## src/rtl/spi_ahb_pkg.sv

```systemverilog
// spi_ahb_pkg: register offsets, SPI engine states and byte width shared by the SPI/AHB peripheral.
package spi_ahb_pkg;
    localparam logic [1:0] ADDR_TX = 2'b00;
    localparam logic [1:0] ADDR_RX = 2'b01;
    localparam int BYTE_W = 8;
    typedef enum logic {IDLE, SHIFT} spi_state_t;
endpackage

```

## src/rtl/spi_ahb_peripheral_if.sv

```systemverilog
// spi_ahb_peripheral_if: AHB-Lite subset seen by the SPI peripheral.
interface spi_ahb_peripheral_if;
    logic        hsel;
    logic        hwrite;
    logic [31:0] haddr;
    logic [31:0] hwdata;
    logic [31:0] hrdata;
    modport master (output hsel, hwrite, haddr, hwdata, input hrdata);
    modport slave (input hsel, hwrite, haddr, hwdata, output hrdata);
endinterface

```

## src/rtl/spi_core.sv

```systemverilog
// spi_core: mode-0 MSB-first SPI byte shifter with programmable SCLK half-period.
module spi_core
    import spi_ahb_pkg::*;
#(
    parameter int CLK_DIV = 2
) (
    input  logic              clk,
    input  logic              rst,
    input  logic              start,
    input  logic [BYTE_W-1:0] tx,
    input  logic              miso,
    output logic              mosi,
    output logic              sclk,
    output logic              ss,
    output logic              busy,
    output logic [BYTE_W-1:0] rx
);
    localparam int DW = CLK_DIV > 1 ? $clog2(CLK_DIV) : 1;
    localparam int EW = $clog2(2 * BYTE_W);
    spi_state_t state;
    logic [DW-1:0] div;
    logic [EW-1:0] edges;
    logic [BYTE_W-1:0] sh;
    always_ff @(posedge clk or negedge rst) begin
        if (!rst) begin
            state <= IDLE;
            div   <= '0;
            edges <= '0;
            sh    <= '0;
            rx    <= '0;
            mosi  <= 1'b0;
            sclk  <= 1'b0;
            ss    <= 1'b1;
            busy  <= 1'b0;
        end else if (state == IDLE) begin
            if (start) begin
                state <= SHIFT;
                sh    <= tx;
                mosi  <= tx[BYTE_W-1];
                div   <= '0;
                edges <= '0;
                ss    <= 1'b0;
                busy  <= 1'b1;
            end
        end else if (div == DW'(CLK_DIV - 1)) begin
            div   <= '0;
            edges <= edges + 1'b1;
            sclk  <= ~sclk;
            // Rising edge samples miso into the LSB; the next outgoing bit surfaces at sh[MSB].
            if (!sclk) sh <= {sh[BYTE_W-2:0], miso};
            else if (edges == EW'(2 * BYTE_W - 1)) begin
                state <= IDLE;
                rx    <= sh;
                mosi  <= 1'b0;
                sclk  <= 1'b0;
                ss    <= 1'b1;
                busy  <= 1'b0;
            end else mosi <= sh[BYTE_W-1];
        end else div <= div + 1'b1;
    end
endmodule

```

## src/rtl/spi_ahb_peripheral.sv

```systemverilog
// spi_ahb_peripheral: AHB-Lite register front end (TX/STATUS, RX) around an SPI byte engine.
module spi_ahb_peripheral
    import spi_ahb_pkg::*;
#(
    parameter int CLK_DIV = 2
) (
    input  logic                  clk,
    input  logic                  rst,
    spi_ahb_peripheral_if.slave   bus,
    input  logic                  miso,
    output logic                  mosi,
    output logic                  sclk,
    output logic                  ss
);
    logic              pend, pend_wr, start, busy;
    logic [1:0]        pend_addr;
    logic [BYTE_W-1:0] tx, rx;
    logic              wr_ok;
    logic              unused;
    assign unused = ^{bus.haddr[31:4], bus.haddr[1:0], bus.hwdata[31:BYTE_W]};
    // Busy is the registered value at capture, so a write landing as busy drops still counts.
    assign wr_ok = pend && pend_wr && pend_addr == ADDR_TX && !busy;
    always_ff @(posedge clk or negedge rst) begin
        if (!rst) begin
            pend      <= 1'b0;
            pend_wr   <= 1'b0;
            pend_addr <= '0;
            start     <= 1'b0;
            tx        <= '0;
        end else begin
            pend      <= bus.hsel;
            pend_wr   <= bus.hwrite;
            pend_addr <= bus.haddr[3:2];
            start     <= wr_ok;
            if (wr_ok) tx <= bus.hwdata[BYTE_W-1:0];
        end
    end
    always_comb begin
        bus.hrdata = '0;
        if (pend && !pend_wr)
            bus.hrdata = pend_addr == ADDR_TX ? {31'b0, busy} :
                         pend_addr == ADDR_RX ? {{(32 - BYTE_W){1'b0}}, rx} : 32'b0;
    end
    spi_core #(.CLK_DIV(CLK_DIV)) u_core (
        .clk  (clk),
        .rst  (rst),
        .start(start),
        .tx   (tx),
        .miso (miso),
        .mosi (mosi),
        .sclk (sclk),
        .ss   (ss),
        .busy (busy),
        .rx   (rx)
    );
endmodule

```

## src/flat_wrapper.sv

```systemverilog
// flat-port wrapper written by rule: the top's interface ports become plain ports
module spi_ahb_peripheral_flat import spi_ahb_pkg::*;
#(
    parameter int CLK_DIV = 2
)
  (clk, rst, miso, mosi, sclk, ss, bus_hsel, bus_hwrite, bus_haddr, bus_hwdata, bus_hrdata);
  spi_ahb_peripheral_if bus_i ();
  input  logic clk;
  input  logic rst;
  input  logic miso;
  output logic mosi;
  output logic sclk;
  output logic ss;
  input wire logic [$bits(bus_i.hsel)-1:0] bus_hsel;
  input wire logic [$bits(bus_i.hwrite)-1:0] bus_hwrite;
  input wire logic [$bits(bus_i.haddr)-1:0] bus_haddr;
  input wire logic [$bits(bus_i.hwdata)-1:0] bus_hwdata;
  output wire logic [$bits(bus_i.hrdata)-1:0] bus_hrdata;
  assign bus_i.hsel = bus_hsel;
  assign bus_i.hwrite = bus_hwrite;
  assign bus_i.haddr = bus_haddr;
  assign bus_i.hwdata = bus_hwdata;
  assign bus_hrdata = bus_i.hrdata;
  spi_ahb_peripheral #(.CLK_DIV(CLK_DIV)) u_core (.clk(clk), .rst(rst), .bus(bus_i), .miso(miso), .mosi(mosi), .sclk(sclk), .ss(ss));
endmodule
```

## config.mk

```make
export PLATFORM = sky130hd
export DESIGN_NAME = spi_ahb_peripheral_flat
export DESIGN_NICKNAME = d
export VERILOG_FILES = /design/src/rtl/spi_ahb_pkg.sv /design/src/rtl/spi_ahb_peripheral_if.sv /design/src/rtl/spi_core.sv /design/src/rtl/spi_ahb_peripheral.sv /design/src/flat_wrapper.sv
export SDC_FILE = /design/constraint.sdc
export NUM_CORES = 1
export LEC_CHECK = 0
export CORE_MARGIN = 2
export CORE_UTILIZATION = 39
export DETAILED_ROUTE_END_ITERATION = 6
export PLACE_DENSITY = 0.9
export RECOVER_POWER = 100
export SYNTH_ARGS = -nofsm -noshare
export SYNTH_HDL_FRONTEND = slang
export SYNTH_HIERARCHICAL = 1
export SYNTH_SLANG_ARGS = --single-unit
```

## constraint.sdc

```tcl
create_clock -name clk -period 2.05 [get_ports clk]
set_clock_uncertainty 0.05 [all_clocks]
set_input_delay 0.5125 -clock clk [delete_from_list [all_inputs] [get_ports clk]]
set_output_delay 0.5125 -clock clk [all_outputs]
set_load 0.005 [all_outputs]
```

---- Word-level counts from Yosys, hierarchy flattened ----
Index checks and enable logic that the tools add are counted.
storage, ports and cells
  register bits ........................... 39
  bits of input ports ..................... 69
  output and inout port bits .............. 35
  logic and storage cells ................. 71
operators by class
  add/subtract/negate cells ............... 2
  eq/ne operators ......................... 6
  muxes and demuxes ....................... 34
  bitwise gates (word level) .............. 1
  reductions and logical operators ........ 14
operators with widths
  operator             number
  $mux 8               6
  $mux 32              1
  $mux 1               24
  $mux 4               3
  $reduce_and 4->1     2
  $reduce_and 3->1     2
  $add 4x1->4 const B  1
  $eq 4x4->1 const B   1
  $logic_and 1x1->1    4
  $ne 2x1->1 const B   2
  $ne 2x2->1 const B   2
  $reduce_and 2->1     2
  $eq 2x1->1 const B   1
  $logic_not 1->1      2
  $logic_not 2->1      1
  $reduce_bool 2->1    1
  $add 1x1->1 const B  1
  $not 1->1            1

---- Depth between registers and ports, before layout ----
  depth in word-level cells ............... 5
  mapped depth ............................ 5
  gate-level depth less buffers ........... 4

---- Cells and area by module ----
The synthesis kept the hierarchy.
by module, submodules not included
  module              instances  cells each  area an instance (um^2)  seq. area each (um^2)
  spi_core            1          83          1,222.4                  651.9
  spi_ahb_peripheral  1          58          703.2                    325.3

---- Least setup slack after synthesis ----
Ideal clock, no wire load.
  kind .................................... register to output
  from .................................... register u_core.pend_addr[1]
  to ...................................... output port bus_hrdata[1]
  arrival ................................. 1.025 ns
  required time ........................... 1.487 ns
  setup slack ............................. 0.462 ns
  cell stages (with the launch flop) ...... 4
  path buffers ............................ 0
  cell sequence ........................... dfrtp_1 nand2b_4 nor3b_1 and2_1
on the way
  word-level cells in the longest chain between the ends .. 4
  elaborated cells on any way between the ends .. 5
  classes of those cells .................. eq/ne: 1; mux: 3; reduce/logical: 1
RTL lines
  item                    RTL line                  text
  from (decl)             spi_ahb_peripheral.sv:16  logic [1:0] pend_addr;
  from (signal assigned)  spi_ahb_peripheral.sv:33  pend_addr <= bus.haddr[3:2];
  $eq 2x1->1              spi_ahb_peripheral.sv:42  pend_addr == ADDR_RX ? {{(32 - BYTE_W){1'b0}}, rx} : 32'b0;
  $mux 8                  spi_ahb_peripheral.sv:42
  $mux 8 *                spi_ahb_peripheral.sv:41  bus.hrdata = pend_addr == ADDR_TX ? {31'b0, busy} :
  $mux 32 *               spi_ahb_peripheral.sv:40  if (pend && !pend_wr)
  to (decl)               flat_wrapper.sv:18        output wire logic [$bits(bus_i.hrdata)-1:0] bus_hrdata;
Mark *: on every way between the ends. The rest lies on a longest branch, timed or not.

---- Worst setup path in the final report ----
  from .................................... register u_core.pend_addr[1]
  to ...................................... output port bus_hrdata[4]
The elaborated chain is that of the path after synthesis.

==> results.sh <==
export IMPL_status="finished, violations left"
export IMPL_violations="setup timing"
export IMPL_yosysSeqAreaShare_pct=50.7
export IMPL_slew_headroom_pct=35.2
export IMPL_place_ws_ns=-0.142
export IMPL_yosys_area_top_type="dfrtp_1"
export IMPL_grt_use_met2_pct=23.6
export IMPL_grt_pass1_vias=1167
export IMPL_antenna_found_initial=0
export IMPL_worst_slew_pin_transition_ns=0.972
export IMPL_io_pins=104
export IMPL_synth_edf_count=0
export IMPL_gp_congestion=0.746
export IMPL_max_freq_mhz=482
export IMPL_r2r_slack_ns=0.03
export IMPL_ys_ff_latch=39
export IMPL_hold_ws_ns=0.300
export IMPL_worst_path_most_repeated_cell="buf_6"
export IMPL_netlist_top_cells_area="dfrtp_1, buf_4, mux2_2"
export IMPL_hold_path_class="in -> async"
export IMPL_synthCells=141
export IMPL_crit_buf_inv=4
export IMPL_final_setup_viol_count=1
export IMPL_ys_flop_type="dfrtp_1"
export IMPL_powerDensity_nw_per_um2=1160
export IMPL_cp_end_kind="primary output"
export IMPL_setup_ws_ns=-0.0241
export IMPL_fp_dieW_um=74.3
export IMPL_routedWlPerCell_um=13.1
export IMPL_grt_ovfl_total=0
export IMPL_crit_path_max_incr_delay_ns=0.36
export IMPL_r2r_end="u_core/u_core/rx[4]$_DFFE_PN0P_"
export IMPL_wl_mm=3.25
export IMPL_hpwl_mm=2.36
export IMPL_cp_startpoint="u_core/pend_addr[1]$_DFF_PN0_"
export IMPL_drc=0
export IMPL_yosysWarnings=6
export IMPL_initial_core_util_pct=40.5
export IMPL_drv_slew=0
export IMPL_grt_first_pass_wirelength_mm=5.59
export IMPL_n_antenna_cell=0
export IMPL_critPathSlowestCell="dfrtp_1"
export IMPL_ys_types=31
export IMPL_syn_area_per_cell_um2=13.7
export IMPL_syn_area_um2=1930
export IMPL_clkSlewWorstSetupHoldPaths_ns=0.08
export IMPL_fin_nets=251
export IMPL_cp_arrival_ns=1.51
export IMPL_synth_top_area_share_pct=49.4
export IMPL_fin_crit_sh_pct=101
export IMPL_ctsHoldBuffers=0
export IMPL_coreArea_um2=4750
export IMPL_criticalPathCategory="reg -> out"
export IMPL_clkLatencyLatePin_ns=0.29
export IMPL_top_usage_layer="met2"
export IMPL_drive_gt1_share_pct=30.2
export IMPL_worst_endpoint_required_ns=1.49
export IMPL_power_leakage_nw=1.10
export IMPL_met1_usage_pct=16.2
export IMPL_htree_levels=2
export IMPL_hold_viol=0
export IMPL_period_needed_ns=2.07
export IMPL_cts_tree="yes"
export IMPL_grt_max_degree=22
export IMPL_root_buffer="clkbuf_8"
export IMPL_cts_buffer_depth=2
export IMPL_rsz0062_at_grt="yes"
export IMPL_ff2ff_path_depth=4
export IMPL_ant_nets=0
export IMPL_n_fill_cell=442
export IMPL_io_buffers=25
export IMPL_post_synth_top_count_cell="dfrtp_1"
export IMPL_track_usage_pct=13.9
export IMPL_cp_top_family="simple AND/OR/NAND/NOR gates"
export IMPL_maxCapViolations=0
export IMPL_ys_async_sr_fraction_pct=100
export IMPL_use_met3_pct=4.34
export IMPL_drt_pass1_iterations=4
export IMPL_vias=1095
export IMPL_clock_sinks=39
export IMPL_r2r_start="u_core/u_core/state$_DFF_PN0_"
export IMPL_area_growth_syn_to_layout_pct=18.3
export IMPL_drt_iter0_drc=52
export IMPL_dieArea_um2=5520
export IMPL_worst_path_max_fanout=3
export IMPL_synth_top_cells_by_count="dfrtp_1, buf_4, mux2_2, mux2_4, mux2_1"
export IMPL_cts_buffers=5
export IMPL_vdd_ir_drop_max_uv=674
export IMPL_via_per_inst=4.40
export IMPL_die_h_um=74.3
export IMPL_path_cells="nand2b_4, nor3b_4, buf_6, buf_6, buf_6, and2_4, buf_6"
export IMPL_start_kind="register"
export IMPL_placementRows=25
-- what timing repair did --
action	CTS	global route
pin swaps	2	4
setup buffers	5	0
resized for setup	35	9
endpoints found under the setup margin	8	8
cloned	0	0
-- registers in the layout (all words and copies together) (netlist names) --
signal and cells:
u_core/u_core/sh 8, u_core/u_core/edges 4, u_core/u_core/rx 8, u_core/pend_addr 2
u_core/u_core/sclk 1, u_core/tx 8, u_core/u_core/state 1, u_core/u_core/busy 1
u_core/pend 1, u_core/u_core/mosi 1, u_core/start 1, u_core/u_core/ss 1
u_core/u_core/div 1, u_core/pend_wr 1
-- metal layers --
layer  share of wire, %  wire length (um)
met1                 42              1380
met2                 52              1690
met3                4.6               149
met4               0.95                31
met5                  0                 0
-- worst max path at each step --
stage | slack, ns | cells after the start | to
global placement | -0.08 | 5 | bus_hrdata[4]
detailed placement | -0.14 | 5 | bus_hrdata[5]
CTS | -0.11 | 6 | bus_hrdata[3]
floorplan | 0.46 | 3 | bus_hrdata[1]
finish | -0.02 | 7 | bus_hrdata[4]
global route | -0.11 | 7 | bus_hrdata[4]
-- worst register-to-register path, stage by stage (launching register included) --
cell,delay (ns)
dfrtp_1,0.60
nand3_1,0.21
nor2_2,0.14
clkbuf_1,0.52
mux2_1,0.39
-- report_power, final --
part / switching (mW) / internal (mW)
clock: 0.256 / 0.306
combinational: 0.301 / 0.488
sequential: 0.241 / 1.04
-- cell type report --
cell class	instances	area (um^2)	area share, %
clock inverter	1	7.51	0.330
sequential	39	977	42.9
tap	67	83.8	3.68
clock buffer	7	96.3	4.23
timing repair buffer	38	325	14.3
multi-input combinational	97	787	34.6
-- cells in the final DEF, fill, tap and decap left out, types with 2 or more instances in the layout --
cell type	instances
dfrtp_1	38
conb_1	24
clkbuf_1	3
dlygate4sd3_1	7
and2_1	3
clkdlybuf4s50_1	9
mux2_1	16
mux2_2	15
nand3_1	3
a22o_1	4
clkbuf_2	3
nor2_1	5
buf_2	3
clkbuf_8	7
mux2_4	3
and2_4	4
buf_4	6
nand2_1	2
xnor2_1	3
buf_6	7
-- logic make-up after synthesis --
| logic type | count (synthesis) | share of synthesized area [%] |
|---|---|---|
| and+or+nand+nor | 25 | 9.23 |
| muxes | 35 | 22.4 |
| adders and majority gates | 1 | 0.650 |
| DFF | 39 | 50.7 |
| xor gates and xnor gates | 4 | 1.82 |
| buffers and inverters | 28 | 11.3 |
| other | 1 | 0.195 |
| AOI/OAI and AO/OA | 8 | 3.70 |
-- per-stage QoR --
step                utilization (%)  power, mW  std cells  setup TNS, ns  cell area [um^2]
global route                   47.9       2.81        249          -1.00              2280
floorplan                         -       2.04        164              0              2010
global placement               46.3       2.17        237         -0.316              2200
finish                         47.9       2.63        249        -0.0241              2280
CTS                            49.6       2.83        250         -0.307              2360
detailed placement             46.3       2.24        237         -0.767              2200
Note: power is estimated with default switching activity, not from simulation.
